===== src/rtl/fetch_queue_pkg.sv =====
// ---------------------------------------------------------------------------
// fetch_queue_pkg
// Constants shared by the instruction fetch front end.
//   FQ_RV32_NOP    : canonical RV32 NOP encoding (addi x0, x0, 0)
//   FQ_WORD_BYTES  : byte increment between consecutive fetch words
// ---------------------------------------------------------------------------
package fetch_queue_pkg;

    localparam logic [31:0] FQ_RV32_NOP   = 32'h0000_0013;
    localparam int unsigned FQ_WORD_BYTES = 4;

endpackage


===== src/rtl/fetch_fifo.sv =====
// ---------------------------------------------------------------------------
// fetch_fifo
// Synchronous FIFO with flush, used for the pc tag queue and the
// instruction queue of fetch_queue. The head is shown as zero when empty.
// Ports:
//   i_clk, i_reset   : clock, synchronous active-high reset
//   i_flush          : empties the FIFO on the next edge
//   i_push, i_data   : write one entry
//   i_pop            : remove the head (ignored when empty)
//   o_head           : entry at the head, zero when empty
//   o_count          : number of stored entries, 0..DEPTH
//   o_full, o_empty  : status flags
// ---------------------------------------------------------------------------
module fetch_fifo #(
    parameter int W     = 32,
    parameter int DEPTH = 4
) (
    input  logic                       i_clk,
    input  logic                       i_reset,
    input  logic                       i_flush,
    input  logic                       i_push,
    input  logic [W-1:0]               i_data,
    input  logic                       i_pop,
    output logic [W-1:0]               o_head,
    output logic [$clog2(DEPTH):0]     o_count,
    output logic                       o_full,
    output logic                       o_empty
);
    localparam int PW = $clog2(DEPTH);
    localparam int CW = PW + 1;

    logic [W-1:0]  r_mem [DEPTH];
    logic [PW-1:0] r_wr_ptr;
    logic [PW-1:0] r_rd_ptr;
    logic [CW-1:0] r_count;
    logic          w_push;
    logic          w_pop;

    assign o_full  = (r_count == CW'(DEPTH));
    assign o_empty = (r_count == '0);
    assign o_count = r_count;
    assign o_head  = o_empty ? '0 : r_mem[r_rd_ptr];

    assign w_push = i_push && !o_full;
    assign w_pop  = i_pop && !o_empty;

    // Pointers are log2(DEPTH) bits; DEPTH is a power of two so they wrap freely.
    always_ff @(posedge i_clk) begin
        if (i_reset || i_flush) begin
            r_wr_ptr <= '0;
            r_rd_ptr <= '0;
            r_count  <= '0;
        end else begin
            if (w_push) r_wr_ptr <= r_wr_ptr + 1'b1;
            if (w_pop)  r_rd_ptr <= r_rd_ptr + 1'b1;
            case ({w_push, w_pop})
                2'b10:   r_count <= r_count + 1'b1;
                2'b01:   r_count <= r_count - 1'b1;
                default: r_count <= r_count;
            endcase
        end
    end

    // Storage carries no reset; the count alone decides what is valid.
    always_ff @(posedge i_clk) begin
        if (w_push) r_mem[r_wr_ptr] <= i_data;
    end

    always_ff @(posedge i_clk) begin
        if (!i_reset && !i_flush) assert (!(i_push && o_full));
    end

endmodule


===== src/rtl/fetch_queue.sv =====
// ---------------------------------------------------------------------------
// fetch_queue
// Instruction fetch front end. Issues pipelined word requests to an
// in-order instruction memory of arbitrary latency, buffers the returned
// words with their pc in a DEPTH-entry prefetch FIFO and hands them to
// decode with valid/ready. A redirect flushes the FIFO, restarts fetch at
// the new pc and discards every response still outstanding.
// Ports:
//   clk, reset               : clock, synchronous active-high reset
//   req_valid/ready/addr     : fetch request channel to memory
//   rsp_valid, rsp_data      : in-order responses, no backpressure
//   ins_valid/ready          : handshake towards decode
//   ins_data, ins_pc         : instruction at FIFO head and its address
//   redirect, redirect_pc    : flush and restart fetch (pc bits [1:0] ignored)
// ---------------------------------------------------------------------------
module fetch_queue
    import fetch_queue_pkg::*;
#(
    parameter int               XLEN     = 32,
    parameter int               DEPTH    = 4,
    parameter logic [XLEN-1:0]  RESET_PC = {XLEN{1'b0}}
) (
    input  logic             clk,
    input  logic             reset,
    output logic             req_valid,
    input  logic             req_ready,
    output logic [XLEN-1:0]  req_addr,
    input  logic             rsp_valid,
    input  logic [XLEN-1:0]  rsp_data,
    output logic             ins_valid,
    input  logic             ins_ready,
    output logic [XLEN-1:0]  ins_data,
    output logic [XLEN-1:0]  ins_pc,
    input  logic             redirect,
    input  logic [XLEN-1:0]  redirect_pc
);
    localparam int CW = $clog2(DEPTH) + 1;

    logic [XLEN-1:0]   r_fetch_pc;
    logic [CW-1:0]     r_drop_cnt;

    logic [CW-1:0]     w_tag_count;   // requests accepted but not yet answered
    logic              w_tag_full;
    logic              w_tag_empty;
    logic [XLEN-1:0]   w_tag_pc;
    logic [CW-1:0]     w_ins_count;
    logic              w_ins_full;
    logic              w_ins_empty;
    logic [2*XLEN-1:0] w_ins_head;
    logic [CW:0]       w_credit;
    logic              w_accept;
    logic              w_rsp;
    logic              w_ins_push;

    // One extra bit: count + inflight can momentarily reach 2*DEPTH.
    assign w_credit = {1'b0, w_ins_count} + {1'b0, w_tag_count} - {1'b0, r_drop_cnt};

    // The tag-queue check only matters while drops are pending: it keeps the
    // number of outstanding requests at DEPTH so the tag queue cannot overflow.
    assign req_valid = !reset && !redirect && !w_tag_full && (w_credit < (CW+1)'(DEPTH));
    assign req_addr  = r_fetch_pc;
    assign w_accept  = req_valid && req_ready;

    // A response with nothing outstanding is a leftover from before a reset.
    assign w_rsp      = rsp_valid && !w_tag_empty;
    assign w_ins_push = w_rsp && (r_drop_cnt == '0) && !redirect;

    assign ins_valid = !w_ins_empty;
    assign ins_pc    = w_ins_head[2*XLEN-1:XLEN];
    assign ins_data  = w_ins_head[XLEN-1:0];

    fetch_fifo #(.W(XLEN), .DEPTH(DEPTH)) u_tag_q (
        .i_clk   (clk),
        .i_reset (reset),
        .i_flush (1'b0),
        .i_push  (w_accept),
        .i_data  (r_fetch_pc),
        .i_pop   (w_rsp),
        .o_head  (w_tag_pc),
        .o_count (w_tag_count),
        .o_full  (w_tag_full),
        .o_empty (w_tag_empty)
    );

    fetch_fifo #(.W(2*XLEN), .DEPTH(DEPTH)) u_ins_q (
        .i_clk   (clk),
        .i_reset (reset),
        .i_flush (redirect),
        .i_push  (w_ins_push),
        .i_data  ({w_tag_pc, rsp_data}),
        .i_pop   (ins_ready),
        .o_head  (w_ins_head),
        .o_count (w_ins_count),
        .o_full  (w_ins_full),
        .o_empty (w_ins_empty)
    );

    always_ff @(posedge clk) begin
        if (reset) begin
            r_fetch_pc <= RESET_PC;
            r_drop_cnt <= '0;
        end else if (redirect) begin
            r_fetch_pc <= redirect_pc & ~XLEN'(3);
            // Everything still outstanding after this cycle's response is stale.
            r_drop_cnt <= w_tag_count - CW'(w_rsp);
        end else begin
            if (w_accept) r_fetch_pc <= r_fetch_pc + XLEN'(FQ_WORD_BYTES);
            if (w_rsp && (r_drop_cnt != '0)) r_drop_cnt <= r_drop_cnt - 1'b1;
        end
    end

    always_ff @(posedge clk) begin
        if (!reset) assert (!(w_ins_push && w_ins_full));
    end

endmodule


===== config.mk =====
export PLATFORM = sky130hd
export DESIGN_NAME = fetch_queue
export DESIGN_NICKNAME = d
export VERILOG_FILES = /design/src/rtl/fetch_queue_pkg.sv /design/src/rtl/fetch_fifo.sv /design/src/rtl/fetch_queue.sv
export SDC_FILE = /design/constraint.sdc
export NUM_CORES = 1
export LEC_CHECK = 0
export CORE_MARGIN = 2
export CORE_UTILIZATION = 45
export DETAILED_ROUTE_END_ITERATION = 16
export PLACE_DENSITY = 0.71
export SLEW_MARGIN = 5
export SYNTH_ARGS = -nofsm -noshare
export SYNTH_HDL_FRONTEND = slang
export SYNTH_SLANG_ARGS = --single-unit

===== constraint.sdc =====
create_clock -name clk -period 12.2 [get_ports clk]
set_input_delay 1.22 -clock clk [delete_from_list [all_inputs] [get_ports clk]]
set_output_delay 1.22 -clock clk [all_outputs]
set_load 0.005 [all_outputs]

==> results of run 1 <==
worst min-delay path, stage by stage, from the launching register on:
cell and delay, ns:
sky130_fd_sc_hd__dfxtp_1 0.34, sky130_fd_sc_hd__nand2_1 0.07, sky130_fd_sc_hd__a21oi_1 0.06
final cells by class:
type	instances	area share [%]
Timing Repair Buffer	176	8.33
Sequential cell	419	58.4
Tap cell	511	3.09
Multi-Input combinational cell	477	22.6
Clock inverter	24	1.34
Clock buffer	55	5.72
Inverter	28	0.508
cell usage in the layout (no fill, tap or decap), types with 6 or more instances in the layout:
cell type,synthesis,final
sky130_fd_sc_hd__nor2b_1,30,30
sky130_fd_sc_hd__a311oi_1,6,6
sky130_fd_sc_hd__clkbuf_1,42,8
sky130_fd_sc_hd__edfxtp_1,368,368
sky130_fd_sc_hd__nand3_1,15,15
sky130_fd_sc_hd__xor2_1,7,7
sky130_fd_sc_hd__a2111oi_0,6,6
sky130_fd_sc_hd__nand2_1,26,26
sky130_fd_sc_hd__or4_1,7,7
sky130_fd_sc_hd__o21ai_0,10,10
sky130_fd_sc_hd__bufinv_16,0,6
sky130_fd_sc_hd__and2_2,0,8
sky130_fd_sc_hd__o211ai_1,8,8
sky130_fd_sc_hd__clkdlybuf4s50_1,0,161
sky130_fd_sc_hd__nand4_1,14,14
sky130_fd_sc_hd__a211oi_1,7,7
sky130_fd_sc_hd__xnor2_1,8,8
sky130_fd_sc_hd__nor2_1,41,41
sky130_fd_sc_hd__nor3_1,11,10
sky130_fd_sc_hd__clkinv_2,0,7
sky130_fd_sc_hd__a21oi_1,8,8
sky130_fd_sc_hd__inv_1,26,26
sky130_fd_sc_hd__clkbuf_16,0,45
sky130_fd_sc_hd__buf_4,4,15
sky130_fd_sc_hd__and2_1,74,66
sky130_fd_sc_hd__mux4_2,92,92
sky130_fd_sc_hd__ha_1,18,18
sky130_fd_sc_hd__dfxtp_1,51,47
sky130_fd_sc_hd__clkinv_1,1,7
layer usage:
metal	vias to the layer above	share of wire [%]	GRT usage [%]
met5	-	0	0
met4	0	1.8	4.64
met3	53	6.8	3.26
met2	319	48	28.8
met1	4680	44	23.9
li1	4195	-	-
logic make-up after synthesis:
logic type	after synthesis	share of synthesized area, %
other	1	0.0220
xor gates and xnor gates	15	0.770
buffers and inverters	85	2.04
DFF	419	70.7
AOI/OAI and AO/OA	83	3.75
muxes	93	12.2
adders and majority gates	22	1.79
and+or+nand+nor	260	8.71
worst min path at each step:
| stage | start | to | cells past startpoint |
|---|---|---|---|
| after floorplan | u_tag_q.r_wr_ptr[1] | u_tag_q.r_wr_ptr[1] | 2 |
| after global placement | u_tag_q.r_wr_ptr[1] | u_tag_q.r_wr_ptr[1] | 2 |
| after detailed placement | u_ins_q.o_count[1] | u_ins_q.o_count[1] | 2 |
| after CTS | u_tag_q.r_wr_ptr[1] | u_tag_q.r_wr_ptr[1] | 2 |
| after global routing | u_tag_q.r_wr_ptr[1] | u_tag_q.r_wr_ptr[1] | 2 |
| final | u_tag_q.r_wr_ptr[1] | u_tag_q.r_wr_ptr[1] | 2 |
report_power, final:
group	switching (mW)	internal, mW	leakage [nW]
sequential	0.0376	1.65	3.78
clock	0.523	0.815	0.709
combinational	0.188	0.161	2.04
total	0.749	2.62	6.53
state kept, by name (all words and copies together), names as in the netlist, named ones only:
signal,flops
u_ins_q.r_mem,248
u_tag_q.r_mem,120
req_addr,30
r_drop_cnt,3
u_ins_q.o_count,3
u_tag_q.o_count,3
u_ins_q.r_rd_ptr,2
u_ins_q.r_wr_ptr,2
u_tag_q.r_rd_ptr,2
u_tag_q.r_wr_ptr,2
stage by stage:
| step | hold WS (ns) | instance area (um2) | util (%) | total power, mW |
|---|---|---|---|---|
| finish | 0.524 | 20700 | 55.2 | 3.37 |
| global route | 0.560 | 20700 | 55.2 | 3.49 |
| CTS | 0.515 | 20700 | 55.2 | 3.41 |
| detailed placement | 0.505 | 19200 | 51.3 | 2.07 |
| global placement | 0.483 | 19200 | 51.3 | 2.05 |
| floorplan | 0.469 | 17100 | - | 1.93 |
==> metrics.txt, run 1 <==
# TYPE chip_impl_metric gauge
chip_impl_metric{name="first_iter_violations",unit=""} 601
chip_impl_metric{name="syn2layout_area_growth",unit="%"} 21.2
chip_impl_info{name="post_synth_most_frequent_cells",value="sky130_fd_sc_hd__edfxtp_1 (368), sky130_fd_sc_hd__mux4_2 (92), sky130_fd_sc_hd__and2_1 (74)"} 1
chip_impl_metric{name="synth.ff_latch_count",unit=""} 419
chip_impl_metric{name="number_of_distinct_standard_cells_referenced_by_the_synthesized_netlist",unit=""} 67
chip_impl_metric{name="setup_viol_count_final",unit=""} 0
chip_impl_metric{name="drcViolationCount",unit=""} 0
chip_impl_metric{name="cts_made_buffers",unit=""} 44
chip_impl_metric{name="post-place-cells",unit=""} 1611
chip_impl_metric{name="cts-root-to-sink-buffers",unit=""} 3
chip_impl_metric{name="via_per_inst",unit=""} 5.47
chip_impl_info{name="status",value="complete, no violations"} 1
chip_impl_metric{name="firstDrtPassIters",unit=""} 5
chip_impl_metric{name="stdcell_count",unit=""} 1690
chip_impl_metric{name="min_period_over_period",unit="%"} 39.3
chip_impl_metric{name="cellPowerDensity",unit="nW/um2"} 163
chip_impl_metric{name="vdd.ir_drop.worst",unit="mV"} 0.0867
chip_impl_info{name="cts_tree",value="yes"} 1
chip_impl_metric{name="diodes",unit=""} 0
chip_impl_info{name="min-delay-path-class",value="flop to flop"} 1
chip_impl_metric{name="dpl.hpwl",unit="um"} 19900
chip_impl_metric{name="die_height",unit="um"} 199
chip_impl_metric{name="netlist.area_leader.share",unit="%"} 64.7
chip_impl_metric{name="hold_violations",unit=""} 0
chip_impl_metric{name="synth_enable_flop_cells",unit=""} 368
chip_impl_info{name="cpMaxStageDelayCell",value="sky130_fd_sc_hd__clkdlybuf4s50_1"} 1
chip_impl_metric{name="fp.dieW",unit="um"} 199
chip_impl_metric{name="cts.sink_count",unit=""} 419
chip_impl_info{name="path_delay_family",value="buffers and inverters"} 1
chip_impl_metric{name="ff2ff_setup_slack",unit="ns"} 8.16
chip_impl_info{name="setup.worst_path.end_class",value="output pin"} 1
chip_impl_metric{name="critical_path_rt",unit="ns"} 10.98
chip_impl_metric{name="worst_clock_skew",unit="ns"} 0.00950
chip_impl_metric{name="overflow_after_grt",unit=""} 0
chip_impl_metric{name="ioPinCount",unit=""} 168
chip_impl_metric{name="detailedPlace.worstSlack",unit="ns"} 7.42
chip_impl_info{name="crit_path_start",value="reset"} 1
chip_impl_metric{name="synth-seq-area-share",unit="%"} 70.7
chip_impl_metric{name="timing.max_slew.rel_slack",unit="%"} 26.8
chip_impl_metric{name="final.setup.worst_slack",unit="ns"} 7.41
chip_impl_info{name="synth_top_flop_cell",value="sky130_fd_sc_hd__edfxtp_1"} 1
chip_impl_metric{name="critical_path.n_buffers_inverters",unit=""} 4
chip_impl_metric{name="rows",unit=""} 71
chip_impl_info{name="clock_tree.root_cell",value="sky130_fd_sc_hd__clkbuf_16"} 1
chip_impl_info{name="synthMostInstantiatedCell",value="sky130_fd_sc_hd__edfxtp_1"} 1
chip_impl_metric{name="cts.htree.levels",unit=""} 2
chip_impl_metric{name="cell_count_after_synthesis",unit=""} 978
chip_impl_metric{name="syn_area",unit="um2"} 17100
chip_impl_metric{name="cts_setup_buffers",unit=""} 0
chip_impl_info{name="timing.critical_path.cells",value="clkdlybuf4s50_1, buf_4, nor2_1, buf_4, nand2_1, nor4_1, clkdlybuf4s50_1"} 1
chip_impl_metric{name="hold_buffers",unit=""} 0
chip_impl_metric{name="place.port_buffers",unit=""} 161
chip_impl_metric{name="clkLatencyLatePin",unit="ns"} 0.53
chip_impl_metric{name="clk_pin_slew",unit="ns"} 0.06
chip_impl_info{name="worstSetupEndpoint",value="req_valid"} 1
chip_impl_metric{name="delay_of_the_slowest_cell_on_the_worst_path",unit="ns"} 0.57
chip_impl_metric{name="groute.usage.overall",unit="%"} 17.4
chip_impl_metric{name="finalWorstPathRequiredPeriod",unit="ns"} 4.79
chip_impl_metric{name="seqCellArea",unit="um2"} 12100
chip_impl_info{name="worstReg2RegEnd",value="u_tag_q.r_mem[3][28]"} 1
chip_impl_metric{name="floorplan.die_area",unit="um2"} 39500
chip_impl_metric{name="max-cap-violations",unit=""} 0
chip_impl_info{name="crit_type",value="primary input to output pin"} 1
chip_impl_metric{name="critical_path_peak_fanout",unit=""} 43
chip_impl_info{name="r2r-start",value="u_tag_q.o_count[2]"} 1
chip_impl_info{name="synth_top_area_cells",value="sky130_fd_sc_hd__edfxtp_1 (65%), sky130_fd_sc_hd__mux4_2 (12%), sky130_fd_sc_hd__dfxtp_1 (6.0%), sky130_fd_sc_hd__and2_1 (2.7%), sky130_fd_sc_hd__ha_1 (1.3%)"} 1
chip_impl_metric{name="first_global_vias",unit=""} 9491
chip_impl_metric{name="synth_area_per_cell",unit="um2"} 17.5
chip_impl_metric{name="grt_first_pass_wirelength",unit="um"} 52700
chip_impl_metric{name="drt_wl_total",unit="um"} 34000
chip_impl_metric{name="yosysWarningCount",unit=""} 0
chip_impl_metric{name="final-max-slew-violation-count",unit=""} 0
chip_impl_metric{name="floorplan.initialDensity",unit="%"} 45.5
chip_impl_metric{name="n_fill_cell",unit=""} 2932
chip_impl_metric{name="totalNegativeSetupSlack",unit="ns"} 0
chip_impl_metric{name="critical_path_arrival",unit="ns"} 3.57
chip_impl_info{name="rsz0062_at_grt",value="no"} 1
chip_impl_metric{name="drive_gt1_share",unit="%"} 16.6
chip_impl_metric{name="async_reset_ff_share",unit="%"} 0
chip_impl_metric{name="postRouteAntennaNets",unit=""} 0
chip_impl_metric{name="timing.critical_path.depth",unit=""} 7
chip_impl_info{name="yosysTopAreaCell",value="sky130_fd_sc_hd__edfxtp_1"} 1
chip_impl_metric{name="r2r.worst_path.cells",unit=""} 7
chip_impl_metric{name="routed-via-count",unit=""} 9247
chip_impl_metric{name="final_estimated_routing_congestion_in_global_placement",unit=""} 0.852
chip_impl_metric{name="worstMarginPinSlew",unit="ns"} 1.10
chip_impl_metric{name="core_area",unit="um2"} 37500
chip_impl_metric{name="grt_start_max_net_pins",unit=""} 65
chip_impl_metric{name="per_cell_routed_wire_length",unit="um"} 20.1
chip_impl_metric{name="design.final.nets",unit=""} 1238
chip_impl_metric{name="ctsResizeCount",unit=""} 0
chip_impl_info{name="start_kind",value="primary input"} 1
chip_impl_metric{name="leakage",unit="nW"} 6.53
chip_impl_metric{name="clock.fmax",unit="MHz"} 209
chip_impl_metric{name="multiInputGateArea",unit="um2"} 4680
chip_impl_metric{name="antenna_found_initial",unit=""} 1
No activity file was read; power rests on OpenSTA's default activity.
==> inputs of run 2 (changes only) <==
- PLACE_DENSITY: 0.71 -> 0.74
- clock period: 12.2 -> 4.1 ns (I/O delays scaled with it)
==> run 2 against run 1 <==
Compared with the run above:
- utilization grew 0.26 points
- final cell count increased by 0.83%
- critical path depth up 5
- design area rose by 0.47%
- hold slack worse by 0.066 ns
- sequential share of layout area is 0.27 points lower
- die area stayed put
- worst setup slack got worse by 7.2 ns
- via count increased by 0.87%
- combinational power increased to 2.9 times the previous value
- critical endpoint is now u_tag_q.o_count[2]
- largest cell class unchanged
- largest power group unchanged
- highest routed layer unchanged
==> metrics.txt, run 2 (same netlist as run 1, synthesis figures left out) <==
# TYPE chip_impl_metric gauge
chip_impl_info{name="r2r-start",value="u_tag_q.o_count[2]"} 1
chip_impl_info{name="crit_type",value="flop to flop"} 1
chip_impl_metric{name="drcViolationCount",unit=""} 0
chip_impl_metric{name="critical_path_rt",unit="ns"} 4.56
chip_impl_metric{name="cts.sink_count",unit=""} 419
chip_impl_metric{name="antenna_found_initial",unit=""} 0
chip_impl_metric{name="dpl.hpwl",unit="um"} 21500
chip_impl_metric{name="per_cell_routed_wire_length",unit="um"} 20.1
chip_impl_metric{name="floorplan.initialDensity",unit="%"} 45.5
chip_impl_metric{name="cts_made_buffers",unit=""} 43
chip_impl_metric{name="hold_buffers",unit=""} 0
chip_impl_metric{name="worstMarginPinSlew",unit="ns"} 1.12
chip_impl_metric{name="routed-via-count",unit=""} 9327
chip_impl_info{name="clock_tree.root_cell",value="sky130_fd_sc_hd__clkbuf_16"} 1
chip_impl_metric{name="final-max-slew-violation-count",unit=""} 0
chip_impl_metric{name="switching_share",unit="%"} 22.8
chip_impl_metric{name="combinationalPowerShare",unit="%"} 10.6
chip_impl_metric{name="cts-root-to-sink-buffers",unit=""} 3
chip_impl_metric{name="leakage",unit="nW"} 6.55
chip_impl_metric{name="timing.max_slew.rel_slack",unit="%"} 25.3
chip_impl_info{name="worstHoldEndpoint",value="req_addr[8]"} 1
chip_impl_metric{name="clkLatencyLatePin",unit="ns"} 0.53
chip_impl_metric{name="die_height",unit="um"} 199
chip_impl_info{name="setup.worst_path.end_class",value="flop"} 1
chip_impl_metric{name="ff2ff_setup_slack",unit="ns"} 0.24
chip_impl_metric{name="groute.usage.overall",unit="%"} 17.4
chip_impl_metric{name="critical_path_arrival",unit="ns"} 4.32
chip_impl_metric{name="syn2layout_area_growth",unit="%"} 21.8
chip_impl_metric{name="ctsResizeCount",unit=""} 0
chip_impl_metric{name="n_fill_cell",unit=""} 2888
chip_impl_metric{name="internal_power_of_the_cells",unit="mW"} 7.42
chip_impl_metric{name="diodes",unit=""} 0
chip_impl_metric{name="overflow_after_grt",unit=""} 0
chip_impl_metric{name="grt_start_max_net_pins",unit=""} 63
chip_impl_info{name="layout.cells.most_common",value="sky130_fd_sc_hd__edfxtp_1"} 1
chip_impl_info{name="min-delay-path-class",value="primary input to flop"} 1
chip_impl_metric{name="final_estimated_routing_congestion_in_global_placement",unit=""} 0.842
chip_impl_metric{name="first_iter_violations",unit=""} 489
chip_impl_metric{name="rows",unit=""} 71
chip_impl_metric{name="switching_power",unit="mW"} 2.19
chip_impl_metric{name="firstDrtPassIters",unit=""} 5
chip_impl_metric{name="postRouteAntennaNets",unit=""} 0
chip_impl_metric{name="clock.fmax",unit="MHz"} 259
chip_impl_info{name="largest-register",value="u_ins_q.r_mem"} 1
chip_impl_info{name="worstReg2RegEnd",value="u_tag_q.o_count[2]"} 1
chip_impl_metric{name="total_design_power",unit="mW"} 9.62
chip_impl_metric{name="setup_viol_count_final",unit=""} 0
chip_impl_metric{name="drive_gt1_share",unit="%"} 16.8
chip_impl_metric{name="core_area",unit="um2"} 37500
chip_impl_info{name="rsz0062_at_grt",value="no"} 1
chip_impl_info{name="startpoint_of_the_worst_hold_path",value="redirect_pc[8]"} 1
chip_impl_metric{name="first_global_vias",unit=""} 9298
chip_impl_metric{name="vdd.ir_drop.worst",unit="mV"} 0.332
chip_impl_metric{name="design.final.nets",unit=""} 1252
chip_impl_metric{name="fp.dieW",unit="um"} 199
chip_impl_metric{name="min_period_over_period",unit="%"} 94.0
chip_impl_metric{name="max-cap-violations",unit=""} 0
chip_impl_metric{name="hold_depth",unit=""} 3
chip_impl_metric{name="largest_reg_flops",unit=""} 248
chip_impl_metric{name="cellPowerDensity",unit="nW/um2"} 463
chip_impl_metric{name="ioPinCount",unit=""} 168
chip_impl_metric{name="critical_path_peak_fanout",unit=""} 14
chip_impl_metric{name="totalNegativeSetupSlack",unit="ns"} 0
chip_impl_info{name="layout.cells.most_common_list",value="sky130_fd_sc_hd__edfxtp_1 (368), sky130_fd_sc_hd__clkdlybuf4s50_1 (161), sky130_fd_sc_hd__mux4_2 (92)"} 1
chip_impl_metric{name="worst_clock_skew",unit="ns"} 0.0208
chip_impl_info{name="cts_tree",value="yes"} 1
chip_impl_metric{name="hold_violations",unit=""} 0
chip_impl_metric{name="r2r.worst_path.cells",unit=""} 12
chip_impl_metric{name="drt_wl_total",unit="um"} 34200
chip_impl_metric{name="floorplan.die_area",unit="um2"} 39500
chip_impl_info{name="start_kind",value="flop"} 1
chip_impl_metric{name="clk_pin_slew",unit="ns"} 0.06
chip_impl_metric{name="via_per_inst",unit=""} 5.47
chip_impl_metric{name="hold_ws",unit="ns"} 0.457
chip_impl_metric{name="clkPwrFrac",unit="%"} 36.8
chip_impl_metric{name="grt_first_pass_wirelength",unit="um"} 52700
chip_impl_metric{name="finalWorstPathRequiredPeriod",unit="ns"} 3.86
chip_impl_metric{name="cts.htree.levels",unit=""} 2
chip_impl_metric{name="place.port_buffers",unit=""} 161
chip_impl_metric{name="seq_power_share",unit="%"} 52.6
chip_impl_metric{name="cts_setup_buffers",unit=""} 0
chip_impl_info{name="status",value="complete, no violations"} 1
-- run 2: cell count changes in the layout (fill, tap and decap cells not counted) --
cell,delta
sky130_fd_sc_hd__buf_4,+2
sky130_fd_sc_hd__clkinv_4,+2
sky130_fd_sc_hd__inv_6,-2
sky130_fd_sc_hd__clkinvlp_4,-1
sky130_fd_sc_hd__clkinv_1,+1
sky130_fd_sc_hd__clkbuf_8,-1
sky130_fd_sc_hd__clkbuf_1,+8
sky130_fd_sc_hd__clkinv_2,-2
sky130_fd_sc_hd__bufinv_16,-6
sky130_fd_sc_hd__buf_12,+13
-- run 2: through the flow --
stage	setup slack (ns)	util (%)	instances	area, um2
floorplan	0.115	-	981	17100
global placement	0.343	52.0	1626	19500
detailed placement	0.294	52.0	1626	19500
CTS	0.260	55.4	1704	20800
global route	0.116	55.4	1704	20800
finish	0.245	55.4	1704	20800
-- run 2: final cells by class --
type	count	area (um2)	area share, %
flip-flops and latches	419	12100	58.1
inverters	28	105	0.506
well taps	511	639	3.08
repair buffers	191	2000	9.62
clock buffers	62	1200	5.77
clock inverters	16	83.8	0.403
multi-input cells	477	4680	22.5
-- run 2: how the worst max path moves through the flow --
stage	cells past startpoint	end	slack, ns	from
after floorplan	9	u_tag_q.r_mem[0][10]	0.11	r_drop_cnt[2]
after global placement	12	u_tag_q.o_count[2]	0.34	u_tag_q.o_count[2]
after detailed placement	12	u_tag_q.o_count[2]	0.29	u_tag_q.o_count[2]
after CTS	12	u_tag_q.o_count[2]	0.26	u_tag_q.o_count[2]
after global routing	14	u_tag_q.o_count[2]	0.12	u_tag_q.o_count[1]
final	12	u_tag_q.o_count[2]	0.24	u_tag_q.o_count[2]
-- run 2: power groups by stage --
stage,registers (mW),logic (mW),clock network [mW]
6_report,5.06,1.02,3.54
5_1_grt,5.09,1.12,3.80
2_1_floorplan,5.05,0.694,0
4_1_cts,5.07,1.03,3.64
3_3_place_gp,5.14,0.990,0
3_5_place_dp,5.16,1.02,0
-- run 2: worst max-delay path, cell delays in order, from the launching register on --
cell and delay [ns]:
sky130_fd_sc_hd__dfxtp_1 0.49, sky130_fd_sc_hd__fa_1 0.49, sky130_fd_sc_hd__ha_1 0.38, sky130_fd_sc_hd__or4b_1 0.53, sky130_fd_sc_hd__or4_4 0.46, sky130_fd_sc_hd__a211oi_4 0.27, sky130_fd_sc_hd__inv_2 0.17, sky130_fd_sc_hd__ha_1 0.25
sky130_fd_sc_hd__inv_1 0.07, sky130_fd_sc_hd__fa_1 0.17, sky130_fd_sc_hd__xor2_1 0.07, sky130_fd_sc_hd__or3_1 0.30, sky130_fd_sc_hd__a21oi_1 0.14
-- run 2: metal layers --
layer / wire length, um / vias to the layer above / part of all wire (%) / global-route usage, %
met3: 2320 / 53 / 6.8 / 2.97
li1: - / 4236 / - / -
met4: 674 / 0 / 2.0 / 4.81
met2: 16200 / 330 / 47 / 27.9
met5: 0 / - / 0 / 0
met1: 15000 / 4708 / 44 / 24.8
==> inputs of run 3 (changes only) <==
- GPL_TIMING_DRIVEN: not set -> 0
==> run 3 against run 2 <==
Compared with the run above:
- utilization is essentially flat
- non-clock buffer count grew 30
- flip-flop and latch count is the same
- clock skew shrank 0.0094 ns
- sequential share of layout area shrank 0.057 points
- power grew 1.3%
==> metrics.txt, run 3 (same netlist as run 1, synthesis figures left out) <==
# TYPE chip_impl_metric gauge
chip_impl_info{name="status",value="complete, no violations"} 1
chip_impl_metric{name="post-place-cells",unit=""} 1656
chip_impl_metric{name="floorplan.initialDensity",unit="%"} 45.5
chip_impl_metric{name="drive_gt1_share",unit="%"} 14.7
chip_impl_metric{name="clk_pin_slew",unit="ns"} 0.06
chip_impl_metric{name="critical_path_arrival",unit="ns"} 4.09
chip_impl_metric{name="n_fill_cell",unit=""} 2926
chip_impl_metric{name="cts.sink_count",unit=""} 419
chip_impl_info{name="r2r-start",value="u_tag_q.o_count[2]"} 1
chip_impl_metric{name="switching_power",unit="mW"} 2.22
chip_impl_info{name="rsz0062_at_grt",value="no"} 1
chip_impl_metric{name="dpl.hpwl",unit="um"} 23500
chip_impl_metric{name="syn2layout_area_growth",unit="%"} 21.8
chip_impl_metric{name="r2r.worst_path.cells",unit=""} 8
chip_impl_metric{name="antenna_found_initial",unit=""} 0
chip_impl_metric{name="hold_ws",unit="ns"} 0.222
chip_impl_metric{name="clock.fmax",unit="MHz"} 255
chip_impl_metric{name="design.final.nets",unit=""} 1285
chip_impl_metric{name="groute.usage.overall",unit="%"} 18.5
chip_impl_info{name="cpMaxStageDelayCell",value="sky130_fd_sc_hd__or4b_1"} 1
chip_impl_metric{name="leakage",unit="nW"} 6.53
chip_impl_metric{name="clkPwrFrac",unit="%"} 37.3
chip_impl_metric{name="stdcell_count",unit=""} 1735
chip_impl_metric{name="firstDrtPassIters",unit=""} 5
chip_impl_metric{name="combinationalPowerShare",unit="%"} 11.4
chip_impl_metric{name="worst_clock_skew",unit="ns"} 0.0114
chip_impl_metric{name="first_iter_violations",unit=""} 687
chip_impl_metric{name="final.setup.worst_slack",unit="ns"} 0.181
chip_impl_metric{name="cts_made_buffers",unit=""} 43
chip_impl_metric{name="switching_share",unit="%"} 22.8
chip_impl_metric{name="via_per_inst",unit=""} 5.51
chip_impl_metric{name="per_cell_routed_wire_length",unit="um"} 20.7
chip_impl_metric{name="hold_buffers",unit=""} 0
chip_impl_metric{name="final_estimated_routing_congestion_in_global_placement",unit=""} 0.877
chip_impl_metric{name="worstMarginPinSlew",unit="ns"} 0.960
chip_impl_metric{name="delay_of_the_slowest_cell_on_the_worst_path",unit="ns"} 0.50
chip_impl_metric{name="fp.dieW",unit="um"} 199
chip_impl_metric{name="critical_path.n_buffers_inverters",unit=""} 2
chip_impl_metric{name="cellPowerDensity",unit="nW/um2"} 468
chip_impl_metric{name="detailedPlace.worstSlack",unit="ns"} -0.890
chip_impl_metric{name="ioPinCount",unit=""} 168
chip_impl_info{name="clock_tree.root_cell",value="sky130_fd_sc_hd__clkbuf_16"} 1
chip_impl_metric{name="grt_start_max_net_pins",unit=""} 48
chip_impl_metric{name="grt_first_pass_wirelength",unit="um"} 55400
chip_impl_metric{name="ff2ff_setup_slack",unit="ns"} 0.18
chip_impl_metric{name="cts.htree.levels",unit=""} 2
chip_impl_metric{name="postRouteAntennaNets",unit=""} 0
chip_impl_metric{name="first_global_vias",unit=""} 9777
chip_impl_metric{name="seqCellArea",unit="um2"} 12100
chip_impl_metric{name="max-cap-violations",unit=""} 0
chip_impl_metric{name="diodes",unit=""} 0
chip_impl_metric{name="floorplan.die_area",unit="um2"} 39500
chip_impl_metric{name="cts-root-to-sink-buffers",unit=""} 3
chip_impl_metric{name="overflow_after_grt",unit=""} 0
chip_impl_metric{name="rows",unit=""} 71
chip_impl_info{name="timing.critical_path.cells",value="fa_1, ha_1, or4b_1, or4_4, a211oi_4, buf_4, buf_6, and2_2"} 1
chip_impl_metric{name="internal_power_of_the_cells",unit="mW"} 7.52
chip_impl_info{name="setup.worst_path.end_class",value="flop"} 1
chip_impl_metric{name="finalWorstPathRequiredPeriod",unit="ns"} 3.92
chip_impl_info{name="worstHoldEndpoint",value="req_addr[11]"} 1
chip_impl_metric{name="vdd.ir_drop.worst",unit="mV"} 0.247
chip_impl_info{name="layout.cells.most_common_list",value="sky130_fd_sc_hd__edfxtp_1 (368), sky130_fd_sc_hd__clkdlybuf4s50_1 (160), sky130_fd_sc_hd__mux4_2 (92)"} 1
chip_impl_metric{name="multiInputGateArea",unit="um2"} 4710
chip_impl_info{name="largest-register",value="u_ins_q.r_mem"} 1
chip_impl_info{name="path_delay_family",value="simple AND/OR/NAND/NOR gates"} 1
chip_impl_metric{name="seq_power_share",unit="%"} 51.3
chip_impl_metric{name="routed-via-count",unit=""} 9558
chip_impl_metric{name="die_height",unit="um"} 199
chip_impl_metric{name="largest_reg_flops",unit=""} 248
chip_impl_info{name="worstReg2RegEnd",value="u_tag_q.r_mem[1][14]"} 1
chip_impl_metric{name="min_period_over_period",unit="%"} 95.6
chip_impl_info{name="min-delay-path-class",value="primary input to flop"} 1
chip_impl_info{name="crit_type",value="flop to flop"} 1
chip_impl_metric{name="final-max-slew-violation-count",unit=""} 0
chip_impl_metric{name="place.port_buffers",unit=""} 160
chip_impl_metric{name="drcViolationCount",unit=""} 0
chip_impl_info{name="cts_tree",value="yes"} 1
chip_impl_metric{name="clkLatencyLatePin",unit="ns"} 0.53
chip_impl_metric{name="hold_violations",unit=""} 0
chip_impl_metric{name="hold_depth",unit=""} 3
chip_impl_info{name="start_kind",value="flop"} 1
chip_impl_info{name="startpoint_of_the_worst_hold_path",value="redirect"} 1
chip_impl_metric{name="core_area",unit="um2"} 37500
chip_impl_metric{name="critical_path_peak_fanout",unit=""} 22
chip_impl_metric{name="critical_path_rt",unit="ns"} 4.27
chip_impl_metric{name="timing.max_slew.rel_slack",unit="%"} 35.5
chip_impl_info{name="layout.cells.most_common",value="sky130_fd_sc_hd__edfxtp_1"} 1
chip_impl_metric{name="setup_viol_count_final",unit=""} 0
chip_impl_metric{name="drt_wl_total",unit="um"} 36000
run 3: repair_timing:
item / in CTS / in global routing
pin swaps: 3 / 0
endpoints found under the setup margin: 127 / 90
gates cloned: 2 / 1
buffers inserted: 2 / 0
endpoints found under the hold margin: 0 / 0
resized for setup: 6 / 3
run 3: final cells by class:
| type | count | share of cell area, % |
|---|---|---|
| buffer | 55 | 1.17 |
| clock buffer | 58 | 5.65 |
| clock inverter | 18 | 0.644 |
| inverter | 28 | 0.506 |
| multi-input combinational | 480 | 22.7 |
| sequential | 419 | 58.1 |
| tap | 511 | 3.08 |
| timing repair buffer | 166 | 8.23 |
run 3: power by group through the flow:
| stage | logic (mW) | clock network, mW | registers, mW |
|---|---|---|---|
| after global placement | 1.06 | 0 | 5.08 |
| after global routing | 1.22 | 3.88 | 5.01 |
| after floorplan | 0.694 | 0 | 5.05 |
| after detailed placement | 1.10 | 0 | 5.09 |
| after CTS | 1.12 | 3.71 | 5.00 |
| final | 1.11 | 3.63 | 5.00 |
run 3: metal layers:
| metal | track usage [%] | vias up | part of all wire [%] |
|---|---|---|---|
| li1 | - | 4302 | - |
| met1 | 25.4 | 4798 | 43 |
| met5 | 0 | - | 0 |
| met3 | 3.85 | 72 | 7.4 |
| met2 | 29.9 | 386 | 47 |
| met4 | 5.56 | 0 | 2.4 |
run 3: through the flow:
stage	total power [mW]	setup TNS [ns]	utilization (%)	cell area [um2]
after floorplan	5.74	0	-	17100
after global routing	10.1	0	55.5	20800
after detailed placement	6.19	-104.44	51.8	19400
final	9.74	0	55.5	20800
after global placement	6.14	-357.67	51.6	19300
after CTS	9.83	0	55.4	20800
run 3: worst register-to-register path: cells and delay by family (launching register included):
| family | cells | cell delay [ns] |
|---|---|---|
| buffers and inverters | 2 | 0.41 |
| adder cells (fa/ha/maj) | 2 | 0.84 |
| AO/OA/AOI/OAI | 1 | 0.33 |
| AND/OR/NAND/NOR | 3 | 1.48 |
| flip-flops | 1 | 0.49 |
run 3: worst max path at each step:
stage                        from                    to  slack [ns]  cells past startpoint
2_1_floorplan       r_drop_cnt[2]  u_tag_q.r_mem[0][10]        0.11                      9
4_1_cts        u_tag_q.o_count[2]  u_tag_q.r_mem[3][20]        0.07                      8
6_report       u_tag_q.o_count[2]  u_tag_q.r_mem[1][14]        0.18                      8
3_5_place_dp   u_tag_q.o_count[2]  u_tag_q.r_mem[0][19]       -0.89                      8
3_3_place_gp            rsp_valid   u_ins_q.r_mem[0][6]       -1.04                      4
5_1_grt        u_tag_q.o_count[1]    u_tag_q.o_count[2]        0.02                     15
